File: src/rtl/lvds_pkg.sv
// Shared state encoding, default parameter values and a small helper for the
// LVDS bitslip alignment controller.
package lvds_pkg;

  typedef enum logic [2:0] {
    ST_IDLE   = 3'd0,
    ST_CHECK  = 3'd1,
    ST_SLIP   = 3'd2,
    ST_WAIT   = 3'd3,
    ST_LOCKED = 3'd4,
    ST_FAIL   = 3'd5
  } state_e;

  localparam logic [9:0] DEF_TRAIN_PATTERN = 10'h3F0;
  localparam int DEF_MATCH_COUNT   = 16;
  localparam int DEF_SLIP_PULSE    = 2;
  localparam int DEF_SLIP_WAIT     = 4;
  localparam int DEF_MAX_SLIPS     = 10;
  localparam int FAIL_RETRY_CYCLES = 64;

  function automatic logic [3:0] sat_inc4(input logic [3:0] v);
    return (v == 4'hF) ? v : v + 4'd1;
  endfunction

endpackage

File: src/rtl/lvds_pattern_match.sv
// Training-word comparator with a saturating consecutive-match counter;
// done flags the cycle on which the final required match is seen.
import lvds_pkg::*;

module lvds_pattern_match #(
  parameter logic [9:0] PATTERN     = DEF_TRAIN_PATTERN,
  parameter int         MATCH_COUNT = DEF_MATCH_COUNT
) (
  input  logic       clk,
  input  logic       rst_n,
  input  logic       en,
  input  logic [9:0] rx_data,
  output logic       match,
  output logic       done
);

  localparam int CW = $clog2(MATCH_COUNT + 1);
  localparam logic [CW-1:0] CNT_LAST = CW'(MATCH_COUNT - 1);
  localparam logic [CW-1:0] CNT_FULL = CW'(MATCH_COUNT);

  logic [CW-1:0] cnt_q, cnt_d;

  // Counter only advances while enabled; any gap or mismatch restarts it.
  always_comb begin
    match = (rx_data == PATTERN);
    cnt_d = '0;
    if (en && match) begin
      cnt_d = (cnt_q == CNT_FULL) ? cnt_q : cnt_q + CW'(1);
    end
    done = en && match && (cnt_q == CNT_LAST);
  end

  always_ff @(posedge clk or negedge rst_n) begin
    if (!rst_n) begin
      cnt_q <= '0;
    end else begin
      cnt_q <= cnt_d;
    end
  end

endmodule

File: src/rtl/lvds_bitslip_ctrl.sv
// Bitslip word-alignment FSM for an LVDS deserializer. Define
// LVDS_BITSLIP_AUTORETRY_EN to make FAIL retry automatically after 64 cycles.
import lvds_pkg::*;

module lvds_bitslip_ctrl #(
  parameter logic [9:0] TRAIN_PATTERN = DEF_TRAIN_PATTERN,
  parameter int         MATCH_COUNT   = DEF_MATCH_COUNT,
  parameter int         SLIP_PULSE    = DEF_SLIP_PULSE,
  parameter int         SLIP_WAIT     = DEF_SLIP_WAIT,
  parameter int         MAX_SLIPS     = DEF_MAX_SLIPS
) (
  input  logic       clk,
  input  logic       rst_n,
  input  logic       rx_locked,
  input  logic [9:0] rx_data,
  input  logic       realign_req,
  output logic       rx_data_align,
  output logic       align_done,
  output logic       align_fail,
  output logic [3:0] slip_cnt
);

  localparam int PW_MAX  = (SLIP_PULSE > SLIP_WAIT) ? SLIP_PULSE : SLIP_WAIT;
  localparam int TMR_MAX = (PW_MAX > FAIL_RETRY_CYCLES) ? PW_MAX : FAIL_RETRY_CYCLES;
  localparam int TW      = $clog2(TMR_MAX + 1);
  localparam logic [TW-1:0] PULSE_LAST = TW'(SLIP_PULSE - 1);
  localparam logic [TW-1:0] WAIT_LAST  = TW'(SLIP_WAIT - 1);
  localparam logic [3:0]    SLIP_LIMIT = 4'(MAX_SLIPS);
`ifdef LVDS_BITSLIP_AUTORETRY_EN
  localparam logic [TW-1:0] RETRY_LAST = TW'(FAIL_RETRY_CYCLES - 1);
`endif

  state_e        state_q, state_d;
  logic [TW-1:0] tmr_q, tmr_d;
  logic [3:0]    slip_cnt_q, slip_cnt_d;
  logic          rx_data_align_q, rx_data_align_d;
  logic          align_done_q, align_done_d;
  logic          align_fail_q, align_fail_d;
  logic          pm_match, pm_done;

  lvds_pattern_match #(
    .PATTERN    (TRAIN_PATTERN),
    .MATCH_COUNT(MATCH_COUNT)
  ) u_match (
    .clk    (clk),
    .rst_n  (rst_n),
    .en     (state_q == ST_CHECK),
    .rx_data(rx_data),
    .match  (pm_match),
    .done   (pm_done)
  );

  always_comb begin
    state_d    = state_q;
    tmr_d      = '0;
    slip_cnt_d = slip_cnt_q;

    case (state_q)
      ST_IDLE:   if (rx_locked) state_d = ST_CHECK;
      ST_CHECK: begin
        if (pm_done) begin
          state_d = ST_LOCKED;
        end else if (!pm_match) begin
          state_d = (slip_cnt_q < SLIP_LIMIT) ? ST_SLIP : ST_FAIL;
        end
      end
      ST_SLIP: begin
        if (tmr_q == PULSE_LAST) state_d = ST_WAIT;
        else                     tmr_d   = tmr_q + TW'(1);
      end
      ST_WAIT: begin
        if (tmr_q == WAIT_LAST) state_d = ST_CHECK;
        else                    tmr_d   = tmr_q + TW'(1);
      end
      ST_LOCKED: state_d = ST_LOCKED;
      ST_FAIL: begin
`ifdef LVDS_BITSLIP_AUTORETRY_EN
        if (tmr_q == RETRY_LAST) state_d = ST_IDLE;
        else                     tmr_d   = tmr_q + TW'(1);
`else
        state_d = ST_FAIL;
`endif
      end
      default:   state_d = ST_IDLE;
    endcase

    // A running slip pulse is never cut short by a realign request.
    if (realign_req && (state_q inside {ST_CHECK, ST_WAIT, ST_LOCKED, ST_FAIL})) begin
      state_d = ST_IDLE;
      tmr_d   = '0;
    end
    if (!rx_locked) begin
      state_d = ST_IDLE;
      tmr_d   = '0;
    end

    if (state_d == ST_SLIP && state_q != ST_SLIP) slip_cnt_d = sat_inc4(slip_cnt_q);
    if (state_d == ST_IDLE)                       slip_cnt_d = '0;

    // Outputs are registered copies of the next state.
    rx_data_align_d = (state_d == ST_SLIP);
    align_done_d    = (state_d == ST_LOCKED);
    align_fail_d    = (state_d == ST_FAIL);
  end

  always_ff @(posedge clk or negedge rst_n) begin
    if (!rst_n) begin
      state_q         <= ST_IDLE;
      tmr_q           <= '0;
      slip_cnt_q      <= '0;
      rx_data_align_q <= 1'b0;
      align_done_q    <= 1'b0;
      align_fail_q    <= 1'b0;
    end else begin
      state_q         <= state_d;
      tmr_q           <= tmr_d;
      slip_cnt_q      <= slip_cnt_d;
      rx_data_align_q <= rx_data_align_d;
      align_done_q    <= align_done_d;
      align_fail_q    <= align_fail_d;
    end
  end

  assign rx_data_align = rx_data_align_q;
  assign align_done    = align_done_q;
  assign align_fail    = align_fail_q;
  assign slip_cnt      = slip_cnt_q;

endmodule

File: config.mk
export PLATFORM = sky130hd
export DESIGN_NAME = lvds_bitslip_ctrl
export DESIGN_NICKNAME = d
export VERILOG_FILES = /design/src/rtl/lvds_pkg.sv /design/src/rtl/lvds_pattern_match.sv /design/src/rtl/lvds_bitslip_ctrl.sv
export SDC_FILE = /design/constraint.sdc
export NUM_CORES = 1
export LEC_CHECK = 0
export CAP_MARGIN = 15
export CORE_MARGIN = 2
export CORE_UTILIZATION = 51
export DETAILED_ROUTE_END_ITERATION = 10
export GPL_TIMING_DRIVEN = 0
export PLACE_DENSITY = 0.78
export RECOVER_POWER = 100
export REMOVE_ABC_BUFFERS = 1
export SLEW_MARGIN = 15
export SYNTH_ARGS = -nofsm -noshare
export SYNTH_HDL_FRONTEND = slang
export SYNTH_SLANG_ARGS = --single-unit
File: constraint.sdc
create_clock -name clk -period 2.7 [get_ports clk]
set_clock_uncertainty 0.15 [all_clocks]
set_input_delay 0.405 -clock clk [delete_from_list [all_inputs] [get_ports clk]]
set_output_delay 0.405 -clock clk [all_outputs]
set_load 0.05 [all_outputs]
After elaboration in Yosys (flattened, before gate mapping):

Index checks and enable logic that the tools add are counted.

* $add $sub $neg: 3
* multipliers: 0
* div/mod/pow operators: 0
* order comparisons: 1
* eq/ne operators: 17
* shift-type cells: 0
* mux-type cells: 18
* bitwise gates (word level): 0
* reduce and logical (&&, ||, !) cells: 9

Operator list (count)
* 7-bit two-way mux: 4
* 3-bit two-way mux: 7
* 3-bit case mux with 6 select lines: 1
* 7-bit case mux with 2 select lines: 1
* 3-bit equality test (second input constant): 4
* 4-bit two-way mux: 3
* 10-bit equality test (second input constant): 1
* 5-bit two-way mux: 2
* 3-bit by 2-bit equality test with 1-bit output (second input constant): 3
* 7-bit by 1-bit adder with 7-bit output (second input constant): 1
* 7-bit by 1-bit equality test with 1-bit output (second input constant): 1
* 7-bit by 2-bit equality test with 1-bit output (second input constant): 1
* 3-bit zero test: 2
* 5-bit by 1-bit adder with 5-bit output (second input constant): 1
* 5-bit by 4-bit equality test with 1-bit output (second input constant): 1
* 5-bit equality test (second input constant): 1
* 4-bit by 1-bit adder with 4-bit output (second input constant): 1
* 4-bit equality test (second input constant): 1
* 1-bit logical AND: 4
* 4-bit less-than comparator (second input constant): 1
* 4-bit nonzero test: 1
* 3-bit by 1-bit equality test with 1-bit output (second input constant): 1
* 3-bit by 2-bit inequality test with 1-bit output (second input constant): 1
* 2-bit by 1-bit inequality test with 1-bit output (second input constant): 1
* 3 further kinds: 3

* flip-flop bits (word level): 22
* latch bits: 0
* RAM bits: 0
* ROM bits: 0
* input bits: 14
* output and inout bits: 7
* logic and storage cells: 55
* memories kept: 0

Depth between registers and ports, before layout:

Gate-level depths: netlist of run 1.

* word-level depth: 11
* mapped depth: 7
* gate-level depth less buffers: 7

Modules after synthesis:

Synthesis of run 1 repeated with hierarchy kept, for this count alone.

* cells, all modules: 119
* area, all modules: 1178.6 µm²

By module, submodules not included
* lvds_bitslip_ctrl: instances 1, cells an instance 86, area an instance 870.8 µm², sequential area each 425.4 µm²
* lvds_pattern_match: instances 1, cells an instance 33, area an instance 307.8 µm², sequential area each 125.1 µm²

Worst setup path before layout of run 1:

No wires, ideal clock.

* kind: flip-flop to flip-flop
* from: register u_match.cnt_q[0]
* to: register rx_data_align_q, in the netlist rx_data_align
* setup time: 0.120 ns
* arrival time: 1.600 ns
* data required time: 2.430 ns
* path slack: 0.831 ns
* cell stages (with the launch flop): 8
* buffers on the path: 0
* period minus slack after synthesis: 1.869 ns
* path through: dfrtp_1 -> ha_1 -> and3_1 -> ha_1 -> nand2b_1 -> nor4_1 -> o21ai_1 -> and3_1

* cells in the longest elaborated chain, start to end: 7

Ends and longest elaborated chain
* from (decl): RTL line lvds_pattern_match.sv:21 `logic [CW-1:0] cnt_q, cnt_d;`
* from (signal assigned): RTL line lvds_pattern_match.sv:37 `cnt_q <= cnt_d;`
* 5-bit by 4-bit equality test with 1-bit output: RTL line lvds_pattern_match.sv:30 `done = en && match && (cnt_q == CNT_LAST);`
* 1-bit logical AND: RTL line lvds_pattern_match.sv:30
* 3-bit two-way mux: RTL line lvds_bitslip_ctrl.sv:61 `if (pm_done) begin`
* 3-bit case mux with 6 select lines: RTL line lvds_bitslip_ctrl.sv:58 `case (state_q)`
* 3-bit two-way mux: RTL line lvds_bitslip_ctrl.sv:88 `if (realign_req && (state_q inside {ST_CHECK, ST_WAIT, ST_LOCKED, ST_FAIL})) begin`
* 3-bit two-way mux: RTL line lvds_bitslip_ctrl.sv:92 `if (!rx_locked) begin`
* 3-bit by 2-bit equality test with 1-bit output: RTL line lvds_bitslip_ctrl.sv:101 `rx_data_align_d = (state_d == ST_SLIP);`
* net rx_data_align_d: RTL line lvds_bitslip_ctrl.sv:36 `logic rx_data_align_q, rx_data_align_d;`
* to (signal assigned): RTL line lvds_bitslip_ctrl.sv:118 `rx_data_align_q <= rx_data_align_d;`
* to (decl): RTL line lvds_bitslip_ctrl.sv:36

The timed path passes the listed nets, and every way through them passes these cells.
A chain may end at the register's enable or synchronous reset.

Worst setup path after layout of run 1:

* from: input rx_data[1]
* to: register align_done_q, in the netlist align_done

* cells in the longest elaborated chain, start to end: 8
* elaborated cells on any way between the ends: 9
* classes of those cells: eq/ne (2); mux (5); reduce/logical (2)

Ends and longest elaborated chain
* from (decl): RTL line lvds_bitslip_ctrl.sv:15 `input logic [9:0] rx_data,`
* 10-bit equality test (*): RTL line lvds_pattern_match.sv:25 `match = (rx_data == PATTERN);`
* 1-bit logical AND (2 in a row): RTL line lvds_pattern_match.sv:30
* 3-bit two-way mux (*): RTL line lvds_bitslip_ctrl.sv:61
* 3-bit case mux with 6 select lines (*): RTL line lvds_bitslip_ctrl.sv:58
* 3-bit two-way mux (*): RTL line lvds_bitslip_ctrl.sv:88
* 3-bit two-way mux (*): RTL line lvds_bitslip_ctrl.sv:92
* 3-bit equality test (*): RTL line lvds_bitslip_ctrl.sv:102 `align_done_d = (state_d == ST_LOCKED);`
* net align_done_d: RTL line lvds_bitslip_ctrl.sv:37 `logic align_done_q, align_done_d;`
* to (signal assigned): RTL line lvds_bitslip_ctrl.sv:119 `align_done_q <= align_done_d;`
* to (decl): RTL line lvds_bitslip_ctrl.sv:37

The timed path passes the listed nets; every way through them passes the cells marked *.

==> out/metrics.yaml, run 1 <==
cts.path.max_buffers: 2
multi_input_area_sq_um: 594.3
finalCritPeriodShare_pct: 87.13
required_ns: 2.73
rows: 17
slowest_stage: "or4_1"
tightest_slew_ns: 0.9846
ys_async_sr_fraction_pct: 100.0
port_buffers: 20
path_max_fanout: 5
routed_wl_um: 2368
antenna_found_initial: 0
hold_class: "flip-flop to flip-flop"
grtUsageTotal_pct: 19.85
postCtsSetupRepairBufs: 0
hold_buffers: 0
diodes: 0
synth_top_family_by_area: "simple AND/OR/NAND/NOR gates"
ys_warn_count: 0
grt_overflow_total: 0
synth_edf_count: 0
drt_iter0_drc: 5
synth_xor_area_share_pct: 6.556
cpPeakStageDelay_ns: 0.66
cp.arrival_ns: 2.38
synthCells: 118
critPathKind: "input port to flip-flop"
synth_seq_cells: 22
min_period_ns: 2.353
synth_top_area_share_pct: 45.79
fin_setup_tns_ns: 0
max_freq_ghz: 0.4251
seqCellArea_sq_um: 550.5
clk_pin_slew_ns: 0.12
endpoint_kind: "flip-flop"
cts_max_level: 1
start_kind: "input port"
io_pins: 21
dp_hpwl_um: 1810
wl_per_cell_um: 13.93
synthAdderAreaFrac_pct: 6.243
cts_buffers: 3
grt_max_degree: 23
cts_sinks: 22
hold_violations: 0
synthFlopType: "dfrtp_1"
syn_area_per_cell_sq_um: 10.19
crit_path_cell_trace: "dlygate4sd3_1 -> or4_1 -> o31a_1 -> o21ai_0 -> a211oi_2"
report.final.slew_viol_count: 0
area_growth_pct: 21.23
power_density_nw_per_um2: 470.5
rsz0062_at_grt: "no"
drt_pass1_iterations: 4
worstSkewPairLatency_ns: 0.30
ir_worst_vdd_mv: 0.3765
nets: 163
leakage_nw: 0.6364
fillers: 188
core-area_sq_um: 2212
yosys.area_share.simple_pct: 22.27
die_h_um: 52.56
layout-drive-gt1-share_pct: 4.930
path_buf_inv: 1
viasPerCell: 5.535
syn-cell-area_sq_um: 1202
root_buffer: "clkbuf_4"
vias: 941
cts_resized: 0
initial_utilization_pct: 54.36
ant_nets: 0
grt_pass1_wl_um: 3974
maxCapViolCount: 0
gp_congestion: 0.7721
cts_tree: "yes"
yosysTopAreaCell: "dfrtp_1"
synth_cell_types: 33
synth-compound-area-share_pct: 14.05
dieWidth_um: 52.56
grt_pass1_vias: 915
outcome: "completed"
synthMuxAreaShare_pct: 1.665
ys_seq_area_share_pct: 45.79
setup_viol: 0
dieArea_sq_um: 2762
power_mw: 0.6859
slew_headroom_pct: 34.14
critPathTopFamily: "compound AO/OA/AOI/OAI gates"
synth_area_leaders: "dfrtp_1, ha_1, nor2_1, xnor2_1, inv_1"
drc: 0
==> worst reg2reg max path: stages (launching register included) <==
cell and delay [ns]:
dfrtp_1 0.41, ha_1 0.22, nor4b_1 0.41, a21oi_1 0.13
o2111ai_1 0.51, nor2_1 0.11
==> through the flow <==
step	hold slack, ns	cells	util (%)	area, sq um	worst slack [ns]
after CTS	0.3570	170	66.63	1474	0.5210
after global routing	0.3729	170	65.89	1458	0.2700
after detailed placement	0.3400	166	64.99	1438	0.3147
after floorplan	-0.04059	118	-	1202	0.8307
after global placement	0.3227	166	64.99	1438	0.3572
final	0.3509	170	65.89	1458	0.3474
==> registers in the layout, summed over array words and instances (netlist names) <==
register,flops
align_done,1
align_fail,1
rx_data_align,1
slip_cnt,4
state_q,3
tmr_q,7
u_match.cnt_q,5
==> layout by cell type (no fill, tap or decap), drive strengths merged, types with 2 or more instances in the layout <==
cell type | synthesis | layout
dfrtp | 22 | 22
nor2 | 17 | 17
inv | 11 | 11
clkdlybuf4s50 | 0 | 11
dlygate4sd3 | 0 | 9
a21oi | 6 | 6
ha | 6 | 6
o21ai | 5 | 5
xnor2 | 5 | 5
nand3 | 4 | 4
and3 | 4 | 4
xor2 | 4 | 4
clkbuf | 0 | 4
nand2 | 3 | 3
nand4 | 3 | 3
nor4 | 3 | 3
nand2b | 3 | 3
nor4b | 2 | 2
a311o | 2 | 2
o21a | 2 | 2
or3 | 2 | 2
mux2i | 2 | 2
nor3b | 2 | 2
==> per-layer routing <==
metal	wire, um	global-route usage (%)	vias to the layer above	part of all wire [%]
li1	-	-	465	-
met1	1038	23.81	458	44
met2	1241	35.00	16	52
met3	71	3.429	2	3.0
met4	17	7.692	0	0.72
met5	0	0	-	0
==> logic make-up after synthesis <==
family / after synthesis
and+or+nand+nor: 46
muxes: 2
DFF: 22
buffers and inverters: 11
AOI/OAI and AO/OA: 22
xor gates and xnor gates: 9
adders and majority gates: 6
==> report_power, final <==
group | switching, mW | leakage, nW | internal, mW
Sequential | 0.0199 | 0.304 | 0.343
Combinational | 0.0834 | 0.311 | 0.0601
Clock | 0.0977 | 0.0210 | 0.0822
Total | 0.201 | 0.636 | 0.485
==> final cells by class <==
type	instances	share of cell area (%)
clock buffers	4	2.489
inverters	11	2.833
multi-input cells	85	40.77
flip-flops and latches	22	37.77
well taps	28	2.403
repair buffers	20	13.73
==> cell usage after synthesis, types with 3 or more instances <==
| library cell | number |
|---|---|
| o21ai_0 | 3 |
| nor2_1 | 17 |
| dfrtp_1 | 22 |
| nand2_1 | 3 |
| and3_1 | 4 |
| inv_1 | 11 |
| ha_1 | 6 |
| xor2_1 | 4 |
| nor4_1 | 3 |
| xnor2_1 | 5 |
| nand4_1 | 3 |
| nand3_1 | 4 |
| a21oi_1 | 6 |
==> worst paths after layout <==
kind | from | end | depth (start not counted) | slack [ns]
setup / recovery | rx_data[1] | align_done | 5 | 0.35
hold / removal | tmr_q[0] | tmr_q[0] | 1 | 0.35
setup reg to reg | tmr_q[0] | tmr_q[3] | 5 | 0.64
hold reg to reg | tmr_q[0] | tmr_q[0] | 1 | 0.35
max in group asynchronous | rst_n | tmr_q[3] | 1 | 1.26
min in group asynchronous | rst_n | state_q[0] | 1 | 0.55
No activity file was read; power rests on OpenSTA's default activity.
==> inputs of run 2 (changes only) <==
--- a/config.mk
+++ b/config.mk
@@ -10,7 +10,7 @@
 export CORE_UTILIZATION = 51
 export DETAILED_ROUTE_END_ITERATION = 10
 export GPL_TIMING_DRIVEN = 0
-export PLACE_DENSITY = 0.78
+export PLACE_DENSITY_LB_ADDON = 0.1
 export RECOVER_POWER = 100
 export REMOVE_ABC_BUFFERS = 1
 export SLEW_MARGIN = 15
==> run 2 against run 1 <==
Routed wire length shrank 1.0%. Sequential power barely moved. Critical path depth unchanged. Clock power fell by 18%. Hold slack worse by 0.0053 ns.
==> out/metrics.yaml, run 2 (synthesis results as in run 1) <==
maxCapViolCount: 0
report.final.slew_viol_count: 0
routed_wl_um: 2344
grt_pass1_wl_um: 3857
fin_ws_ns: 0.3474
wl_per_cell_um: 13.87
start_kind: "input port"
dp_hpwl_um: 1743
clk_pin_slew_ns: 0.12
tightest_slew_ns: 0.9730
placed_cell_area_sq_um: 1438
rr_startpoint: "u_match.cnt_q[1]"
path_depth: 5
cts_tree: "yes"
rr_worst_depth: 7
dieArea_sq_um: 2762
io_pins: 21
core-area_sq_um: 2212
post-route-util_pct: 65.27
diodes: 0
slowest_stage: "or4_1"
ff2ff_setup_slack_ns: 0.67
port_buffers: 20
initial_utilization_pct: 54.36
seqCellArea_sq_um: 550.5
ant_nets: 0
grt_overflow_total: 0
cp.arrival_ns: 2.38
grt_pass1_vias: 931
crit_start: "rx_data[1]"
gp_congestion: 0.9112
outcome: "completed"
crit_path_cell_trace: "dlygate4sd3_1 -> or4_1 -> o31a_1 -> o21ai_0 -> a22oi_1"
dpl.cell_count: 166
required_ns: 2.72
postCtsSetupRepairBufs: 0
cts_buffers: 3
fin_setup_tns_ns: 0
power_density_nw_per_um2: 451.3
rows: 17
finalCritPeriodShare_pct: 87.13
leakage_nw: 0.6292
crit_path_end: "align_fail"
layout-drive-gt1-share_pct: 4.255
cts_sinks: 22
ir_worst_vdd_mv: 0.3096
regMostFlops: "tmr_q"
finalInstanceArea_sq_um: 1444
cts_max_level: 1
grt_max_degree: 23
setup_viol: 0
critPathTopFamily: "compound AO/OA/AOI/OAI gates"
slew_headroom_pct: 34.92
multi_input_area_sq_um: 594.3
final_common_cell: "dfrtp_1"
cts_resized: 0
hold_buffers: 0
nets: 163
cts.path.max_buffers: 2
antenna_found_initial: 0
cpPeakStageDelay_ns: 0.64
final_cell_mix: "dfrtp_1, nor2_1, inv_1, clkdlybuf4s50_1, dlygate4sd3_1"
instances_no_fill: 169
drc: 0
max_freq_ghz: 0.4251
vias: 953
hold_class: "flip-flop to flip-flop"
critPathKind: "input port to flip-flop"
root_buffer: "clkbuf_4"
fillers: 185
path_max_fanout: 5
dieWidth_um: 52.56
hold_violations: 0
grtUsageTotal_pct: 19.65
endpoint_kind: "flip-flop"
die_h_um: 52.56
r2r-end: "rx_data_align"
rsz0062_at_grt: "no"
path_buf_inv: 1
largest_reg_flops: 7
area_growth_pct: 20.08
drt_iter0_drc: 19
drt_pass1_iterations: 4
min_period_ns: 2.353
viasPerCell: 5.639
worstSkewPairLatency_ns: 0.30
preCtsSetupSlack_ns: 0.3225
holdWs_ns: 0.3456
power_mw: 0.6516
[run 2: worst reg2reg max path: stages (launching register included)]
cell and delay, ns:
dfrtp_1 0.43, ha_1 0.21, and3_1 0.17, ha_1 0.18
nand2b_1 0.13, nor4_1 0.25, o21ai_0 0.18, and3_1 0.23
[run 2: cell type report]
cell class / instances / share of cell area (%)
multi-input cells: 85 / 41.16
well taps: 28 / 2.426
flip-flops and latches: 22 / 38.13
clock buffers: 3 / 1.560
repair buffers: 20 / 13.86
inverters: 11 / 2.860
[run 2: power breakdown]
part | total [mW] | switching (mW) | internal (mW)
Combinational | 0.142 | 0.0820 | 0.0601
Clock | 0.148 | 0.0956 | 0.0520
Sequential | 0.362 | 0.0192 | 0.343
Total | 0.652 | 0.197 | 0.455
[run 2: worst min-delay path by stage]
stage / endpoint / start / slack [ns] / cells after the start
after global routing: tmr_q[0] / tmr_q[0] / 0.36 / 1
after floorplan: align_done / rst_n / -0.04 / 0
after global placement: tmr_q[0] / tmr_q[0] / 0.32 / 1
after CTS: tmr_q[0] / tmr_q[0] / 0.35 / 1
after detailed placement: tmr_q[0] / tmr_q[0] / 0.33 / 1
final: tmr_q[0] / tmr_q[0] / 0.35 / 1
[run 2: routing by layer]
metal	vias to the layer above	share of wire, %	track usage (%)
met5	-	0	0
met4	0	1.8	9.402
met3	6	3.3	4.000
met2	23	52	34.38
met1	457	43	22.65
li1	467	-	-
==> inputs of run 3 (changes only) <==
--- a/config.mk
+++ b/config.mk
@@ -6,8 +6,9 @@
 export NUM_CORES = 1
 export LEC_CHECK = 0
 export CAP_MARGIN = 15
+export CORE_ASPECT_RATIO = 0.5
 export CORE_MARGIN = 2
-export CORE_UTILIZATION = 51
+export CORE_UTILIZATION = 25
 export DETAILED_ROUTE_END_ITERATION = 10
 export GPL_TIMING_DRIVEN = 0
 export PLACE_DENSITY_LB_ADDON = 0.1
==> run 3 against run 2 <==
Routed wire length up 4.5%. Combinational power about the same. Critical path depth unchanged. Largest power group unchanged. Sequential share of layout area down 2.1 points. Final area is 5.8% higher. Sequential power about the same. Maximum frequency grew 2.0%. Power rose by 14%. First-iteration DRC count fell by 5.3%. Via count decreased by 5.5%. Flip-flop and latch count unchanged. Highest routed layer unchanged.
==> out/metrics.yaml, run 3 (synthesis results as in run 1) <==
io_pins: 21
cts_sinks: 22
dp_hpwl_um: 1839
port_buffers: 20
maxCapViolCount: 0
gp_congestion: 0.7432
worstSkewPairLatency_ns: 0.26
viasPerCell: 4.311
preCtsSetupSlack_ns: 0.3092
fin_ws_ns: 0.3931
critPathKind: "input port to flip-flop"
report.final.slew_viol_count: 0
dieWidth_um: 102.1
tightest_slew_ns: 1.228
rr_worst_depth: 7
holdCritStartpoint: "tmr_q[0]"
slowest_stage: "or4_1"
finalCritPeriodShare_pct: 85.44
cts_max_level: 1
rows: 17
path_max_fanout: 5
cts_buffers: 3
routed_wl_um: 2449
setup_viol: 0
grt_pass1_vias: 879
ff2ff_setup_slack_ns: 0.63
postCtsSetupRepairBufs: 0
area_growth_pct: 27.06
largest_reg_flops: 7
core-area_sq_um: 4509
fillers: 472
placed_cell_area_sq_um: 1485
die_h_um: 53.04
outcome: "completed"
grt_max_degree: 23
crit_path_cell_trace: "clkdlybuf4s50_1 -> or4_1 -> o31a_1 -> o21ai_0 -> a22oi_1"
slew_headroom_pct: 18.12
dpl.cell_count: 204
hold_violations: 0
vias: 901
drt_iter0_drc: 18
finalInstanceArea_sq_um: 1528
initial_utilization_pct: 26.66
critPathTopFamily: "compound AO/OA/AOI/OAI gates"
min_to: "tmr_q[0]"
regMostFlops: "tmr_q"
antenna_found_initial: 0
dieArea_sq_um: 5414
drt_pass1_iterations: 3
ant_nets: 0
power_density_nw_per_um2: 484.3
cp.arrival_ns: 2.28
hold_class: "flip-flop to flip-flop"
fin_setup_tns_ns: 0
start_kind: "input port"
nets: 164
grt_overflow_total: 0
power_mw: 0.7399
root_buffer: "clkbuf_8"
leakage_nw: 0.6453
ir_worst_vdd_mv: 0.1831
cts_tree: "yes"
post-route-util_pct: 33.88
r2r-end: "rx_data_align"
drc: 0
final_common_cell: "dfrtp_1"
cts.path.max_buffers: 2
grt_pass1_wl_um: 4160
cpPeakStageDelay_ns: 0.65
instances_no_fill: 209
grtUsageTotal_pct: 10.45
min_path_cells: 1
endpoint_kind: "flip-flop"
diodes: 0
clk_pin_slew_ns: 0.08
max_freq_ghz: 0.4335
min_period_ns: 2.307
wl_per_cell_um: 11.72
rsz0062_at_grt: "no"
final_cell_mix: "dfrtp_1, nor2_1, inv_1, clkdlybuf4s50_1, dlygate4sd3_1"
required_ns: 2.67
path_buf_inv: 1
layout-drive-gt1-share_pct: 4.895
holdWs_ns: 0.3460
rr_startpoint: "u_match.cnt_q[0]"
[run 3: changes by cell type in the layout (fill, tap and decap cells not counted)]
cell,change
clkbuf_4,-3
clkbuf_8,+4
clkbuf_1,+1
[run 3: area by class of cell]
class	instances	area [sq um]	share of cell area, %
Multi-Input combinational cell	85	594.3	38.90
Sequential cell	22	550.5	36.04
Timing Repair Buffer	21	203.9	13.35
Tap cell	66	82.58	5.405
Clock buffer	4	55.05	3.604
Inverter	11	41.29	2.703
[run 3: power breakdown]
group | internal (mW) | switching [mW]
clock | 0.130 | 0.108
sequential | 0.342 | 0.0176
combinational | 0.0601 | 0.0816
[run 3: routing by layer]
layer / global-route usage [%] / wire length [um] / vias up
li1: - / - / 468
met1: 14.08 / 1327 / 422
met2: 15.68 / 1019 / 9
met3: 4.095 / 83 / 2
met4: 2.667 / 19 / 0
met5: 0 / 0 / -
[run 3: repair_timing]
| item | CTS | global route |
|---|---|---|
| hold buffers | 0 | 1 |
| hold endpoints to repair | 0 | 21 |
| gates resized for setup | 0 | 0 |
| endpoints found under the setup margin | 0 | 0 |
[run 3: worst max-delay path by stage]
| stage | startpoint | to | slack (ns) | depth (start not counted) |
|---|---|---|---|---|
| final | rx_data[1] | align_fail | 0.39 | 5 |
| after global routing | rx_data[1] | u_match.cnt_q[2] | 0.26 | 5 |
| after CTS | rx_data[1] | rx_data_align | 0.60 | 5 |
| after detailed placement | rx_data[1] | rx_data_align | 0.31 | 5 |
| after global placement | rx_data[1] | rx_data_align | 0.27 | 5 |
| after floorplan | u_match.cnt_q[0] | rx_data_align | 0.83 | 7 |
